### src/rtl/seq_shifter.sv
// Sequential barrel-free shifter: moves a 32-bit operand one bit per cycle under a
// valid/ready handshake. Define SEQ_SHIFTER_ROTATE_EN to turn Shiftop=01 into rotate-right.
module seq_shifter (
  input  logic        clk,
  input  logic        rst_n,
  input  logic        in_valid,
  output logic        in_ready,
  input  logic [31:0] A,
  input  logic [4:0]  B,
  input  logic [1:0]  Shiftop,
  output logic        out_valid,
  input  logic        out_ready,
  output logic [31:0] Result,
  output logic        busy
);

  typedef enum logic [1:0] {
    ST_IDLE  = 2'd0,
    ST_SHIFT = 2'd1,
    ST_DONE  = 2'd2
  } state_e;

  localparam logic [1:0] OP_SLL  = 2'b00;
  localparam logic [1:0] OP_ROTR = 2'b01;
  localparam logic [1:0] OP_SRL  = 2'b10;
  localparam logic [1:0] OP_SRA  = 2'b11;

  state_e      state_q;
  logic [31:0] w_q;
  logic [31:0] w_d;
  logic [31:0] load_d;
  logic [4:0]  cnt_q;
  logic [1:0]  op_q;
  logic        in_ready_q;
  logic        out_valid_q;
  logic        busy_q;

  function automatic logic [31:0] shift_step(input logic [31:0] w, input logic [1:0] op);
    case (op)
      OP_SLL:  return {w[30:0], 1'b0};
      OP_SRL:  return {1'b0, w[31:1]};
      OP_SRA:  return {w[31], w[31:1]};
`ifdef SEQ_SHIFTER_ROTATE_EN
      OP_ROTR: return {w[0], w[31:1]};
`endif
      default: return '0;
    endcase
  endfunction

  assign w_d = shift_step(w_q, op_q);

`ifdef SEQ_SHIFTER_ROTATE_EN
  assign load_d = A;
`else
  // Reserved op loads zero so Result is 0 even when B==0 skips the shift phase.
  assign load_d = (Shiftop == OP_ROTR) ? 32'h0 : A;
`endif

  // NOTE: non-blocking assignments throughout; every register here is sampled by
  // other branches in the same edge, so blocking updates would create ordering bugs.
  always_ff @(posedge clk or negedge rst_n) begin
    if (!rst_n) begin
      state_q     <= ST_IDLE;
      w_q         <= '0;
      cnt_q       <= '0;
      op_q        <= OP_SLL;
      in_ready_q  <= 1'b1;
      out_valid_q <= 1'b0;
      busy_q      <= 1'b0;
    end else begin
      case (state_q)
        ST_IDLE: begin
          if (in_valid && in_ready_q) begin
            w_q        <= load_d;
            cnt_q      <= B;
            op_q       <= Shiftop;
            busy_q     <= 1'b1;
            in_ready_q <= 1'b0;
            if (B == 5'd0) begin
              state_q     <= ST_DONE;
              out_valid_q <= 1'b1;
            end else begin
              state_q <= ST_SHIFT;
            end
          end
        end
        ST_SHIFT: begin
          w_q   <= w_d;
          cnt_q <= cnt_q - 5'd1;
          if (cnt_q == 5'd1) begin
            state_q     <= ST_DONE;
            out_valid_q <= 1'b1;
          end
        end
        ST_DONE: begin
          if (out_ready) begin
            state_q     <= ST_IDLE;
            out_valid_q <= 1'b0;
            busy_q      <= 1'b0;
            in_ready_q  <= 1'b1;
          end
        end
        default: begin
          state_q     <= ST_IDLE;
          out_valid_q <= 1'b0;
          busy_q      <= 1'b0;
          in_ready_q  <= 1'b1;
        end
      endcase
    end
  end

  assign in_ready  = in_ready_q;
  assign out_valid = out_valid_q;
  assign busy      = busy_q;
  assign Result    = w_q;

endmodule

### config.mk
export PLATFORM = sky130hd
export DESIGN_NAME = seq_shifter
export DESIGN_NICKNAME = d
export VERILOG_FILES = /design/src/rtl/seq_shifter.sv
export SDC_FILE = /design/constraint.sdc
export NUM_CORES = 1
export LEC_CHECK = 0
export BUFFER_PORTS_ARGS = -buffer_cell sky130_fd_sc_hd__buf_4
export CAP_MARGIN = 30
export CORE_ASPECT_RATIO = 0.75
export CORE_MARGIN = 5
export CORE_UTILIZATION = 47
export CTS_BUF_LIST = sky130_fd_sc_hd__clkbuf_4
export DETAILED_ROUTE_END_ITERATION = 12
export MAX_ROUTING_LAYER = met4
export PLACE_DENSITY_LB_ADDON = 0.12
export SYNTH_ARGS = -nofsm -noshare
export SYNTH_HDL_FRONTEND = slang
export SYNTH_SLANG_ARGS = --single-unit
### constraint.sdc
create_clock -name clk -period 1.5 [get_ports clk]
set_input_delay 0.225 -clock clk [delete_from_list [all_inputs] [get_ports clk]]
set_output_delay 0.225 -clock clk [all_outputs]
set_load 0.005 [all_outputs]
==> results of run 1 <==
[metal layers]
metal  part of all wire [%]  track usage, %  up-vias
met3                    7.8            5.04        2
li1                       -               -     1050
met1                     47            28.2     1076
met4                   0.32            3.79        0
met5                      0               -        -
met2                     45            31.2       90
[logic make-up (layout without fill, tap and decap cells)]
kind of cell | Yosys count | after routing | share of synthesized area [%]
compound gates | 80 | 80 | 29.5
fa+ha+maj | 2 | 2 | 1.06
simple gates | 67 | 67 | 16.0
flops | 44 | 44 | 46.5
buf+inv | 29 | 111 | 6.97
[timing repair]
action / in CTS / in global routing
setup buffers: 1 / 0
endpoints found under the hold margin: 43 / 0
hold buffers: 1 / 0
gates resized for setup: 4 / 6
cloned: 1 / 1
pin swaps: 3 / 2
setup endpoints to repair: 29 / 34
[cell type report]
type / instances / share of cell area, %
Clock buffer: 5 / 1.18
Clock inverter: 3 / 0.589
Inverter: 4 / 0.471
Multi-Input combinational cell: 149 / 35.4
Sequential cell: 44 / 34.6
Tap cell: 60 / 2.36
Timing Repair Buffer: 99 / 25.4
[sequential cells by signal, summed over array words and instances (netlist names)]
name       count
cnt_q          5
state_q        2
in_ready       1
out_valid      1
Result        32
op_q           2
busy           1
[cells in the mapped netlist, types with 4 or more instances]
| library cell | number | area share, % |
|---|---|---|
| dfrtp_1 | 43 | 45 |
| nand2_1 | 14 | 2.2 |
| clkbuf_1 | 11 | 1.7 |
| inv_1 | 4 | 0.63 |
| a221o_1 | 30 | 13 |
| nor3_1 | 4 | 0.84 |
| and3_1 | 31 | 8.2 |
| o21ai_0 | 4 | 0.84 |
| a22o_1 | 29 | 11 |
| nand3_1 | 4 | 0.84 |
| nor2_1 | 4 | 0.63 |
| buf_2 | 9 | 1.9 |
[tightest hold or removal path: stages]
cell     delay, ps
buf_4           90
nand2_1         50
nand2_1         50
[report_power, final]
group	switching, W	internal [W]
Clock	0.000403	0.000177
Sequential	0.000525	0.00164
Combinational	0.00126	0.00154
[stage by stage]
| stage | std cells | hold WS (ps) | util, % | setup WS [ps] |
|---|---|---|---|---|
| after floorplan | 222 | -70.6 | - | -23.9 |
| after global placement | 351 | 249 | 61.9 | -211 |
| after detailed placement | 352 | 249 | 62.2 | -50.2 |
| after CTS | 363 | 63.5 | 64.5 | -1.68 |
| after global routing | 364 | 58.7 | 65.0 | -47.0 |
| final | 364 | 69.6 | 65.0 | -23.2 |
[final timing paths]
check                           start          to  slack, ps  cells after the start
setup reg to reg             in_ready   Result[8]        -20                      4
setup / recovery             in_ready   Result[8]        -20                      4
min in group asynchronous       rst_n  Result[31]        400                      2
max in group asynchronous       rst_n  Result[14]        730                      2
hold reg to reg             out_valid   out_valid        520                      2
hold / removal             Shiftop[0]     op_q[0]         70                      3
==> reports/metrics.yaml, run 1 <==
clock_latency_ps: 360
path_class: "reg -> reg"
start_kind: "flop"
fmax_mhz: 657
n_antenna_cell: 0
p_per_area_nw_per_um2: 1740
synth_seq_cells: 44
slowest_delay_ps: 580
min_period_ps: 1520
arrival_ps: 1760
drc_errors: 0
dpl_cell_area_um2: 3050
finalWorstSetupSlack_ps: -23.2
drive_above_1_share_pct: 36.8
synth_area_per_cell_um2: 10.7
track_usage_pct: 20.5
drv_cap: 0
end_kind: "flop"
mostFrequentLayoutCells: "buf_4, dfrtp_1, and3_1"
cp_num_buf_inv: 1
drt-initial-drc-count: 180
grt_start_max_net_pins: 45
die_w_um: 92.0
core_um2: 4900
slowest_stage: "dfstp_2"
syn_to_final_growth_pct: 34.5
fin_setup_tns_ps: -190
die_h_um: 71.5
clock-sinks: 44
seq_area_um2: 1100
totalPowerFinal_w: 0.00555
synthArstFlopShare_pct: 100
vias: 2218
cts_buffers: 5
cts_tree: "yes"
ios: 78
avgViaCountPerCell: 6.09
synth-edff-count: 0
rsz0062_at_grt: "yes"
cts.clk_slew.worst_paths_ps: 150
place_hpwl_um: 4460
leakagePower_nw: 1.65
yosysSeqAreaShare_pct: 46.5
rows: 22
clock_skew_ps: 19.3
portBuffers: 77
grt_pass1_wl_um: 10600
final_max_slew_viol_count: 0
tightest_slew_ps: 546
status: "finished, violations left"
synth_flop_cell: "dfrtp_1"
cts_root_buf: "clkbuf_4"
mostFrequentLayoutCell: "buf_4"
post-route-cell-area_um2: 3190
num-fill-cells: 422
grt_pass1_vias: 2161
dieArea_um2: 6580
wl_um: 6610
cp_max_fo: 15
period_share_pct: 102
path_cells: "a21oi_2 -> or2_4 -> buf_12 -> a221o_1"
yosys_warnings: 0
final_nets: 348
htree_levels: 2
final-hold-violation-count: 0
violations: "setup timing"
ir_worst_vdd_uv: 790
start_util_pct: 48.4
crit_required_ps: 1740
grt_overflow: 0
finalSetupViolations: 16
relSlewSlack_pct: 63.6
syn-num-nets: 267
netlist_instances: 222
critical-path-top-delay-family: "flip-flops"
ant_nets: 0
wire_per_inst_um: 18.1
clk_path_buf_depth: 2
synth.cell_area_um2: 2370
hp-class: "in -> reg"
antenna_found_initial: 0
multi_input_area_um2: 1130
synth_cell_types: 34
gp_congestion: 0.791
dr.pass1.iters: 4
No activity file was read; power rests on OpenSTA's default activity.
==> run 2, diff against run 1 <==
Settings changed: BUFFER_PORTS_ARGS -buffer_cell sky130_fd_sc_hd__buf_4 to -buffer_cell sky130_fd_sc_hd__buf_2, CTS_CLUSTER_SIZE from default to 24.
==> run 2 against run 1 <==
Against the previous run: the run still ends with setup timing left; non-clock buffer count stayed put; clock power fell by 4.7%; hold slack better by 23 ps; clock skew shrank 4.4 ps; sequential power barely moved; combinational power decreased by 5%; via count up 0.32%; die area did not move; global-route usage fell by 0.20 points; final area fell by 4.6%; clock-buffer cell count rose by 1; critical path depth unchanged; critical endpoint is now Result[17].
==> reports/metrics.yaml, run 2 (same netlist as run 1, synthesis figures left out) <==
num-fill-cells: 428  # +1.4%
largest_reg_flops: 32  # unchanged
cts_root_buf: "clkbuf_4"
status: "finished, violations left"
cp_max_fo: 15  # unchanged
finalWorstSetupSlack_ps: -10.8  # +12.4 ps
relSlewSlack_pct: 66.0  # +2.4 points
finalSetupViolations: 3  # -13
hp-class: "in -> reg"
period_share_pct: 101  # -0.83 points
drc_errors: 0  # unchanged
multi_input_area_um2: 1120  # -0.55%
cp_num_buf_inv: 1  # unchanged
grt_pass1_wl_um: 10500  # -0.52%
arrival_ps: 1760  # about the same
post-route-cell-area_um2: 3040  # -4.6%
clock_skew_ps: 14.9  # -4.40 ps
mostFrequentLayoutCells: "buf_2, dfrtp_1, and3_1"
crit_required_ps: 1750  # about the same
pwr-share-clk_pct: 10.3  # -0.2 points
path_class: "reg -> reg"
syn_to_final_growth_pct: 28.4
dr.pass1.iters: 4  # unchanged
mostFrequentLayoutCell: "buf_2"
grt_overflow: 0  # unchanged
final_max_slew_viol_count: 0  # unchanged
seq_area_um2: 1100  # unchanged
avgViaCountPerCell: 6.13  # +0.59%
wl_um: 6610  # unchanged
intPower_w: 0.00322  # -4.2%
slowest_delay_ps: 580  # about the same
final-hold-violation-count: 0  # unchanged
dieArea_um2: 6580  # unchanged
clock-sinks: 44  # unchanged
slowest_stage: "dfstp_2"
fin_setup_tns_ps: -19.0  # +171 ps
clk_path_buf_depth: 2  # unchanged
grt_start_max_net_pins: 35  # -22%
critical-path-top-delay-family: "flip-flops"
dpl_cell_area_um2: 2910  # -4.4%
end_kind: "flop"
ios: 78  # unchanged
rows: 22  # unchanged
ant_nets: 0  # unchanged
ir_worst_vdd_uv: 876  # +11%
fmax_mhz: 662  # +0.82%
n_antenna_cell: 0  # unchanged
cts_buffers: 5  # unchanged
grt_pass1_vias: 2098  # -2.9%
die_w_um: 92.0  # unchanged
drive_above_1_share_pct: 37.0  # +0.12 points
cts_tree: "yes"
p_sw_share_pct: 40.0  # +0.57 points
htree_levels: 2  # unchanged
start_kind: "flop"
tightest_slew_ps: 509  # -37.2 ps
drv_cap: 0  # unchanged
core_um2: 4900  # unchanged
portBuffers: 77  # unchanged
final_nets: 348  # unchanged
rsz0062_at_grt: "yes"
path_cells: "a21oi_2 -> or2_4 -> buf_12 -> a221o_1"
p_per_area_nw_per_um2: 1760  # +1.3%
vias: 2225  # +0.32%
min_period_ps: 1510  # -12.4 ps
seqPwrFrac_pct: 40.1  # +1.1 points
p_comb_share_pct: 49.6  # -0.9 points
gp_congestion: 0.812  # +2.6%
cts.clk_slew.worst_paths_ps: 130  # -20 ps
place_hpwl_um: 4560  # +2.2%
leakagePower_nw: 1.63  # -1.0%
violations: "setup timing"
antenna_found_initial: 0  # unchanged
drt-initial-drc-count: 133  # -26%
clock_latency_ps: 350  # about the same
die_h_um: 71.5  # unchanged
start_util_pct: 48.4  # unchanged
track_usage_pct: 20.3  # -0.20 points
totalPowerFinal_w: 0.00536  # -3.3%
wire_per_inst_um: 18.2  # +0.28%
p_sw_w: 0.00215  # -1.9%
run 2: cell count changes in the layout (fill, tap and decap cells not counted), moves of 2 or more:
cell / delta
buf_2: +76
buf_4: -81
clkinvlp_4: -2
buf_12: +3
buf_6: +2
run 2: through the flow:
stage | util (%) | hold slack [ps] | setup WS [ps] | cells
CTS | 62.0 | 80.7 | -9.91 | 364
finish | 62.1 | 92.2 | -10.8 | 363
floorplan | - | -70.6 | -23.9 | 222
detailed placement | 59.5 | 134 | -55.1 | 353
global route | 62.1 | 79.0 | -35.3 | 363
global placement | 58.9 | 130 | -222 | 352
run 2: per-layer routing:
metal | routed length, um | up-vias | global-route usage, %
met3 | 498 | 4 | 4.62
met5 | 0 | - | -
met1 | 3250 | 1083 | 29.8
met4 | 33 | 0 | 3.46
met2 | 2820 | 91 | 29.0
li1 | - | 1047 | -
run 2: power groups by stage:
| stage | Sequential, W | Combinational [W] | Clock [W] |
|---|---|---|---|
| 5_1_grt | 0.00222 | 0.00291 | 0.000616 |
| 3_3_place_gp | 0.00216 | 0.00239 | 0 |
| 2_1_floorplan | 0.00206 | 0.00164 | 0 |
| 3_5_place_dp | 0.00215 | 0.00255 | 0 |
| 6_report | 0.00215 | 0.00266 | 0.000553 |
| 4_1_cts | 0.00214 | 0.00267 | 0.000557 |
run 2: final timing paths:
check	cells after the start	from	slack, ps	endpoint
max	4	in_ready	-10	Result[17]
min	3	Shiftop[1]	90	op_q[1]
max reg2reg	4	in_ready	-10	Result[17]
min reg2reg	2	out_valid	520	out_valid
max in group asynchronous	3	rst_n	720	Result[21]
min in group asynchronous	2	rst_n	280	Result[31]
run 2: worst register-to-register path: stages (launching register included):
cell	delay (ps)
dfstp_2	580
a21oi_2	60
or2_4	270
buf_12	160
a221o_1	340
run 2: layout make-up:
class	count	share of cell area, %
clock buffers	6	1.48
clock inverters	1	0.165
inverters	4	0.494
multi-input cells	149	36.9
flip-flops and latches	44	36.2
well taps	60	2.47
repair buffers	99	22.3
run 2: what timing repair did:
action	4_1_cts	5_1_grt
hold buffers	1	0
setup endpoints to repair	29	31
resized for setup	6	4
pin swaps	2	2
endpoints found under the hold margin	9	0
buffers inserted	2	0
gates cloned	1	0
